<file path="config.mk">
export PLATFORM = sky130hd
export DESIGN_NAME = pipeline_credit_sink_flat
export DESIGN_NICKNAME = d
export VERILOG_FILES = /design/src/rtl/pipeline_credit_sink_pkg.sv /design/src/rtl/pipeline_credit_sink_if.sv /design/src/rtl/pipeline_credit_sink_sync_fifo_fwft.sv /design/src/rtl/pipeline_credit_sink.sv /design/src/flat_wrapper.sv
export SDC_FILE = /design/constraint.sdc
export NUM_CORES = 1
export LEC_CHECK = 0
export CAP_MARGIN = 20
export CORE_MARGIN = 5
export CORE_UTILIZATION = 30
export DETAILED_ROUTE_END_ITERATION = 6
export PLACE_DENSITY = 0.54
export SYNTH_ARGS = -nofsm -noshare
export SYNTH_HDL_FRONTEND = slang
export SYNTH_HIERARCHICAL = 1
export SYNTH_SLANG_ARGS = --single-unit
</file>
<file path="constraint.sdc">
create_clock -name clk -period 3.8 [get_ports clk]
set_input_delay 0.76 -clock clk [delete_from_list [all_inputs] [get_ports clk]]
set_output_delay 0.76 -clock clk [all_outputs]
set_load 0.005 [all_outputs]
</file>
<file path="src/rtl/pipeline_credit_sink_pkg.sv">
// Shared constants and width helpers for the pipeline credit sink.
package pipeline_credit_sink_pkg;

  // Bits needed to index (or count down from value-1); never less than 1.
  function automatic int clog2_min1(input int value);
    int width;
    width = 1;
    while ((1 << width) < value) width++;
    return width;
  endfunction

  // Credits and occupancy must reach DEPTH itself, hence one extra bit.
  function automatic int count_width(input int addr_width);
    return addr_width + 1;
  endfunction

  localparam int DEFAULT_BIT_WIDTH        = 10;
  localparam int DEFAULT_NUMBER_OF_STAGES = 5;
  localparam int DEFAULT_DEPTH            = 8;
  localparam int DEFAULT_ADDR_WIDTH       = clog2_min1(DEFAULT_DEPTH);

endpackage

</file>
<file path="src/rtl/pipeline_credit_sink_if.sv">
// Launcher, pipeline-exit and downstream signals of the credit sink.
interface pipeline_credit_sink_if
  import pipeline_credit_sink_pkg::*;
#(
  parameter int BIT_WIDTH  = DEFAULT_BIT_WIDTH,
  parameter int ADDR_WIDTH = DEFAULT_ADDR_WIDTH
);
  logic                  send_in;
  logic                  can_send;
  logic                  pipe_valid;
  logic [BIT_WIDTH-1:0]  pipe_data;
  logic [BIT_WIDTH-1:0]  deq_data;
  logic                  deq_valid;
  logic                  deq_ready;
  logic [ADDR_WIDTH:0]   count;
  logic                  err_credit;
  logic                  err_overflow;

  modport slave (
    input  send_in, pipe_valid, pipe_data, deq_ready,
    output can_send, deq_data, deq_valid, count, err_credit, err_overflow
  );

  modport master (
    output send_in, pipe_valid, pipe_data, deq_ready,
    input  can_send, deq_data, deq_valid, count, err_credit, err_overflow
  );
endinterface

</file>
<file path="src/rtl/pipeline_credit_sink_sync_fifo_fwft.sv">
// First-word fall-through FIFO; a push on full is accepted only alongside a pop.
module sync_fifo_fwft
  import pipeline_credit_sink_pkg::*;
#(
  parameter int WIDTH      = DEFAULT_BIT_WIDTH,
  parameter int DEPTH      = DEFAULT_DEPTH,
  parameter int ADDR_WIDTH = clog2_min1(DEPTH)
) (
  input  logic                  clk,
  input  logic                  rst,
  input  logic                  push,
  input  logic [WIDTH-1:0]      wdata,
  input  logic                  pop,
  output logic [WIDTH-1:0]      rdata,
  output logic [ADDR_WIDTH:0]   count,
  output logic                  empty,
  output logic                  drop
);
  localparam int CW = count_width(ADDR_WIDTH);
  localparam logic [CW-1:0] FULL_COUNT = CW'(DEPTH);

  logic [WIDTH-1:0]      mem [DEPTH];
  logic [ADDR_WIDTH-1:0] wr_ptr;
  logic [ADDR_WIDTH-1:0] rd_ptr;
  logic                  full;
  logic                  do_pop;
  logic                  wr_en;

  assign empty  = (count == '0);
  assign full   = (count == FULL_COUNT);
  assign do_pop = pop & ~empty;
  assign wr_en  = push & (~full | do_pop);
  assign drop   = push & full & ~do_pop;
  assign rdata  = mem[rd_ptr];

  // Storage carries no reset; occupancy decides what is meaningful.
  always_ff @(posedge clk) begin
    if (wr_en) mem[wr_ptr] <= wdata;
  end

  // Pointers wrap naturally at DEPTH; count tracks the net of push and pop.
  always_ff @(posedge clk) begin
    if (rst) begin
      wr_ptr <= '0;
      rd_ptr <= '0;
      count  <= '0;
    end else begin
      if (wr_en)  wr_ptr <= wr_ptr + ADDR_WIDTH'(1);
      if (do_pop) rd_ptr <= rd_ptr + ADDR_WIDTH'(1);
      case ({wr_en, do_pop})
        2'b10:   count <= count + CW'(1);
        2'b01:   count <= count - CW'(1);
        default: count <= count;
      endcase
    end
  end
endmodule

</file>
<file path="src/rtl/pipeline_credit_sink.sv">
// Credit-returning sink at the end of an unbackpressured pipeline.
module pipeline_credit_sink
  import pipeline_credit_sink_pkg::*;
#(
  parameter int BIT_WIDTH        = DEFAULT_BIT_WIDTH,
  parameter int NUMBER_OF_STAGES = DEFAULT_NUMBER_OF_STAGES,
  parameter int DEPTH            = DEFAULT_DEPTH,
  parameter int ADDR_WIDTH       = clog2_min1(DEPTH)
) (
  input logic                   clk,
  input logic                   rst,
  pipeline_credit_sink_if.slave sink
);
  localparam int CW      = count_width(ADDR_WIDTH);
  localparam int DRAIN_W = clog2_min1(NUMBER_OF_STAGES + 1);
  localparam logic [CW-1:0]      CREDIT_INIT = CW'(DEPTH);
  localparam logic [DRAIN_W-1:0] DRAIN_INIT  = DRAIN_W'(NUMBER_OF_STAGES);

  logic [CW-1:0]      credits;
  logic [DRAIN_W-1:0] drain;
  logic               drain_done;
  logic               can_send;
  logic               take;
  logic               give;
  logic               push;
  logic               pop;
  logic               fifo_empty;
  logic               fifo_drop;

  // The pipeline keeps stale valids across reset; ignore them until it has flushed.
  assign drain_done = (drain == '0);
  assign can_send   = ~rst & (credits != '0) & drain_done;
  assign take       = sink.send_in & can_send;
  assign push       = sink.pipe_valid & drain_done;
  assign pop        = ~fifo_empty & sink.deq_ready;
  assign give       = pop;

  assign sink.can_send  = can_send;
  assign sink.deq_valid = ~fifo_empty;

  // Drain window: count down once per cycle after reset, holding at zero.
  always_ff @(posedge clk) begin
    if (rst)              drain <= DRAIN_INIT;
    else if (!drain_done) drain <= drain - DRAIN_W'(1);
  end

  // Credits leave with each accepted send and come back with each pop.
  always_ff @(posedge clk) begin
    if (rst) credits <= CREDIT_INIT;
    else     credits <= credits - CW'(take) + CW'(give);
  end

  // Sticky protocol-violation flags, cleared only by reset.
  always_ff @(posedge clk) begin
    if (rst) begin
      sink.err_credit   <= 1'b0;
      sink.err_overflow <= 1'b0;
    end else begin
      if (sink.send_in & ~can_send) sink.err_credit   <= 1'b1;
      if (fifo_drop)                sink.err_overflow <= 1'b1;
    end
  end

  sync_fifo_fwft #(
    .WIDTH      (BIT_WIDTH),
    .DEPTH      (DEPTH),
    .ADDR_WIDTH (ADDR_WIDTH)
  ) u_fifo (
    .clk   (clk),
    .rst   (rst),
    .push  (push),
    .wdata (sink.pipe_data),
    .pop   (pop),
    .rdata (sink.deq_data),
    .count (sink.count),
    .empty (fifo_empty),
    .drop  (fifo_drop)
  );
endmodule
</file>
<file path="src/flat_wrapper.sv">
// flat-port wrapper written by rule: the top's interface ports become plain ports
module pipeline_credit_sink_flat import pipeline_credit_sink_pkg::*;
#(
  parameter int BIT_WIDTH        = DEFAULT_BIT_WIDTH,
  parameter int NUMBER_OF_STAGES = DEFAULT_NUMBER_OF_STAGES,
  parameter int DEPTH            = DEFAULT_DEPTH,
  parameter int ADDR_WIDTH       = clog2_min1(DEPTH)
)
  (clk, rst, sink_send_in, sink_pipe_valid, sink_pipe_data, sink_deq_ready, sink_can_send, sink_deq_data, sink_deq_valid, sink_count, sink_err_credit, sink_err_overflow);
  pipeline_credit_sink_if #(.BIT_WIDTH(BIT_WIDTH), .ADDR_WIDTH(ADDR_WIDTH)) sink_i ();
  input logic clk;
  input logic rst;
  input wire logic [$bits(sink_i.send_in)-1:0] sink_send_in;
  input wire logic [$bits(sink_i.pipe_valid)-1:0] sink_pipe_valid;
  input wire logic [$bits(sink_i.pipe_data)-1:0] sink_pipe_data;
  input wire logic [$bits(sink_i.deq_ready)-1:0] sink_deq_ready;
  output wire logic [$bits(sink_i.can_send)-1:0] sink_can_send;
  output wire logic [$bits(sink_i.deq_data)-1:0] sink_deq_data;
  output wire logic [$bits(sink_i.deq_valid)-1:0] sink_deq_valid;
  output wire logic [$bits(sink_i.count)-1:0] sink_count;
  output wire logic [$bits(sink_i.err_credit)-1:0] sink_err_credit;
  output wire logic [$bits(sink_i.err_overflow)-1:0] sink_err_overflow;
  assign sink_i.send_in = sink_send_in;
  assign sink_i.pipe_valid = sink_pipe_valid;
  assign sink_i.pipe_data = sink_pipe_data;
  assign sink_i.deq_ready = sink_deq_ready;
  assign sink_can_send = sink_i.can_send;
  assign sink_deq_data = sink_i.deq_data;
  assign sink_deq_valid = sink_i.deq_valid;
  assign sink_count = sink_i.count;
  assign sink_err_credit = sink_i.err_credit;
  assign sink_err_overflow = sink_i.err_overflow;
  pipeline_credit_sink #(.BIT_WIDTH(BIT_WIDTH), .NUMBER_OF_STAGES(NUMBER_OF_STAGES), .DEPTH(DEPTH), .ADDR_WIDTH(ADDR_WIDTH)) u_core (.clk(clk), .rst(rst), .sink(sink_i));
endmodule
</file>
==> flow_summary_export.csv <==
group,metric,value,unit
run_status,status,"complete, no violations",
global_routing,grt_pass1_vias,2383,
floorplan,die_height,128.6,µm
synth,synth_area_per_cell,16.41,µm²
sta,min_period,3.080,ns
critical_path,crit_path_start_kind,"register",
detailed_routing,wl_met2,3.856,mm
synth,synth_area_leaders,"edfxtp_1 57%, mux4_2 11%, dfxtp_1 10%, ha_1 3.0%, mux2_2 2.7%",
floorplan,core,13830,µm²
detailed_routing,drtAntennaViolNets,0,
sta,fin_setup_tns,0,ns
critical_path,r2r-start,"u_core/u_fifo/count[3]$_SDFFE_PP0P_",
floorplan,io_pins,33,
sta,maxSlewViolCount,0,
sta,slew_headroom,58.75,%
synth,synth-main-ff-cell,"edfxtp_1",
detailed_routing,first_pass_iters,4,
synth,ys_types,41,
critical_path,crit_family,"multiplexers",
synth,yosys_warnings,6,
synth,yosysTopAreaCell,"edfxtp_1",
detailed_routing,vias,2241,
cts,clock_path_buffers,2,
floorplan,die_x,128.6,µm
final_layout,utilization,36.62,%
cts,htreeDepth,3,
synth,syn-num-nets,283,
synth,ys_async_sr_fraction,0,%
critical_path,path_class,"register to output port",
min_path,hold_class,"register to register",
power,p_leak,0.001694,µW
floorplan,dieArea,16530,µm²
global_routing,antenna_found_initial,0,
critical_path,critPathCaptureType,"output port",
power,p_per_area,432.1,nW/µm²
sta,rsz0062_at_grt,"false",
cts,post_cts_buffers,0,
synth,synth_top_family_by_area,"multiplexers",
detailed_routing,via_per_inst,4.630,
cts,clkTransAtPathRegs,0.07,ns
synth,synth_compound_area_share,3.619,%
detailed_routing,met3_length,351,µm
critical_path,cp_data_arrival_time,2.32,ns
cts,hold_buffers,0,
synth,synthAdderAreaFrac,3.441,%
critical_path,path_buf_inv,2,
job,drv_cap,0,
sta,fin_crit_sh,81.06,%
critical_path,crit_required,3.04,ns
synth,synth.top_cell.area_share,56.96,%
sta,tightest_slew,0.6180,ns
synth,synth_edf_count,80,
sta,max_freq,0.3246,GHz
synth,muxShareOfSynthArea,14.06,%
synth,yosysMostFrequentCell,"edfxtp_1",
detailed_routing,drt-initial-drc-count,96,
synth,yosys-top-cells-count,"80 x edfxtp_1, 26 x nor2_1, 22 x dfxtp_1",
min_path,min_from,"u_core/sink.err_credit$_SDFFE_PP0P_",
global_routing,grt_max_degree,26,
detailed_routing,wl_per_cell,16.11,µm
synth,yosysSeqAreaShare,67.40,%
detailed_routing,drc,0,
global_routing,track_usage,10.17,%
sta,final_hold_viol_count,0,
sta,setup_viol,0,
detailed_routing,highest_layer,"met4",
cts,post_cts_resize_count,0,
final_layout,drive_gt1_share,20.39,%
cts,cts_buffers,9,
place,place_congestion,0.7299,
final_layout,diodes,0,
power,irDropWorstVdd,0.0001943,V
sta,skew,0.008583,ns
floorplan,initial_core_util,30.50,%
floorplan,std_cell_rows,43,
synth,ys_seq_elements,102,
synth,synth-simple-area-share,7.120,%
global_routing,grt-ovfl-total,0,
cts,cts_num_sinks,102,
synth,syn_inst,257,
cts,cts_tree,"built",
critical_path,crit_chain,"buf_4 -> mux4_2 -> mux2_2 -> clkdlybuf4s50_1",
power,power.total,2188,µW
critical_path,slowest_stage,"mux4_2",
synth,synth_area,4218,µm²
place,dp_hpwl,4.843,mm
detailed_routing,drt-total-wl,7.796,mm
final_layout,final_nets,325,
cts,root_buffer,"clkbuf_16",
detailed_routing,drt-met1-wl,3.486,mm
place,io_buffer_count,32,
global_routing,grt_pass1_wl,12.68,mm
critical_path,worstPathMaxFanout,20,
synth,synthXorXnorAreaFrac,1.661,%
critical_path,cp_slowest_stage_delay,0.56,ns
final_layout,area.growth.synth_to_final,20.05,%
cts,clk_latency,0.34,ns
## placed cells by master (no fill, tap or decap), drive strengths merged, types with 2 or more instances in the layout
master | synthesis | layout
a211oi | 2 | 2
a21oi | 5 | 5
buf | 7 | 11
clkbuf | 5 | 9
clkdlybuf4s50 | 0 | 32
clkinv | 0 | 4
dfxtp | 22 | 22
edfxtp | 80 | 80
ha | 10 | 10
inv | 13 | 16
mux2 | 10 | 10
mux2i | 3 | 3
mux4 | 20 | 20
nand2 | 6 | 6
nand2b | 8 | 8
nand3 | 2 | 2
nor2 | 26 | 26
nor2b | 3 | 3
nor3 | 2 | 2
nor4 | 3 | 3
o211ai | 2 | 2
o21ai | 3 | 3
or2 | 2 | 2
or3 | 2 | 2
xnor2 | 3 | 3
xor2 | 5 | 5
## metal layers
layer	vias to the layer above	track usage [%]
met2	47	16.95
met4	0	3.150
li1	1051	-
met5	-	0
met3	9	3.487
met1	1134	12.50
## kinds of logic after synthesis
logic type	after synthesis
buffers and inverters	25
DFF	102
and+or+nand+nor	59
xor gates and xnor gates	8
muxes	33
adders and majority gates	11
AOI/OAI and AO/OA	19
## layout make-up
class | instances | area (µm²)
Fill cell | 1307 | 8763
Inverter | 13 | 48.80
Clock inverter | 7 | 57.56
Sequential cell | 102 | 2843
Tap cell | 180 | 225.2
Clock buffer | 9 | 225.2
Timing Repair Buffer | 43 | 402.9
Multi-Input combinational cell | 130 | 1261
## sequential cells by signal, indices dropped and copies added, names as in the netlist, named ones only
name / count
u_core/u_fifo/count: 4
u_core/u_fifo/mem: 80
u_core/credits: 4
u_core/u_fifo/rd_ptr: 3
u_core/u_fifo/wr_ptr: 3
u_core/sink.err_credit: 1
u_core/sink.err_overflow: 1
u_core/drain: 3
## through the flow
step / hold slack, ns / setup slack (ns) / cell area, µm² / std cells
detailed placement: 0.4653 / 0.7572 / 4781 / 468
global route: 0.4983 / 0.5640 / 5064 / 484
floorplan: 0.4443 / 1.097 / 4218 / 257
CTS: 0.4781 / 0.6396 / 5064 / 484
global placement: 0.4596 / 0.8448 / 4781 / 468
finish: 0.4762 / 0.7196 / 5064 / 484
## worst reg2reg max path, delay by kind of cell, from the launching register on
family,cells,cell delay [ns]
and+or+nand+nor,5,1.08
AOI/OAI and AO/OA,3,0.61
DFF,1,0.40
buffers and inverters,2,0.24
adders and majority gates,1,0.22
xor gates and xnor gates,1,0.12
## power breakdown
group | internal (µW) | switching, µW
clock network | 455 | 410
registers | 1220 | 7.69
logic | 49.9 | 50.0
total | 1720 | 468
## worst paths after layout
kind / slack, ns / cells after the start / end
max reg2reg: 1.01 / 12 / u_core/u_fifo/count[2]$_SDFFE_PP0P_
min reg2reg: 0.48 / 2 / u_core/sink.err_credit$_SDFFE_PP0P_
min: 0.48 / 2 / u_core/sink.err_credit$_SDFFE_PP0P_
max: 0.72 / 4 / sink_deq_data[8]
No activity file was read; power rests on OpenSTA's default activity.
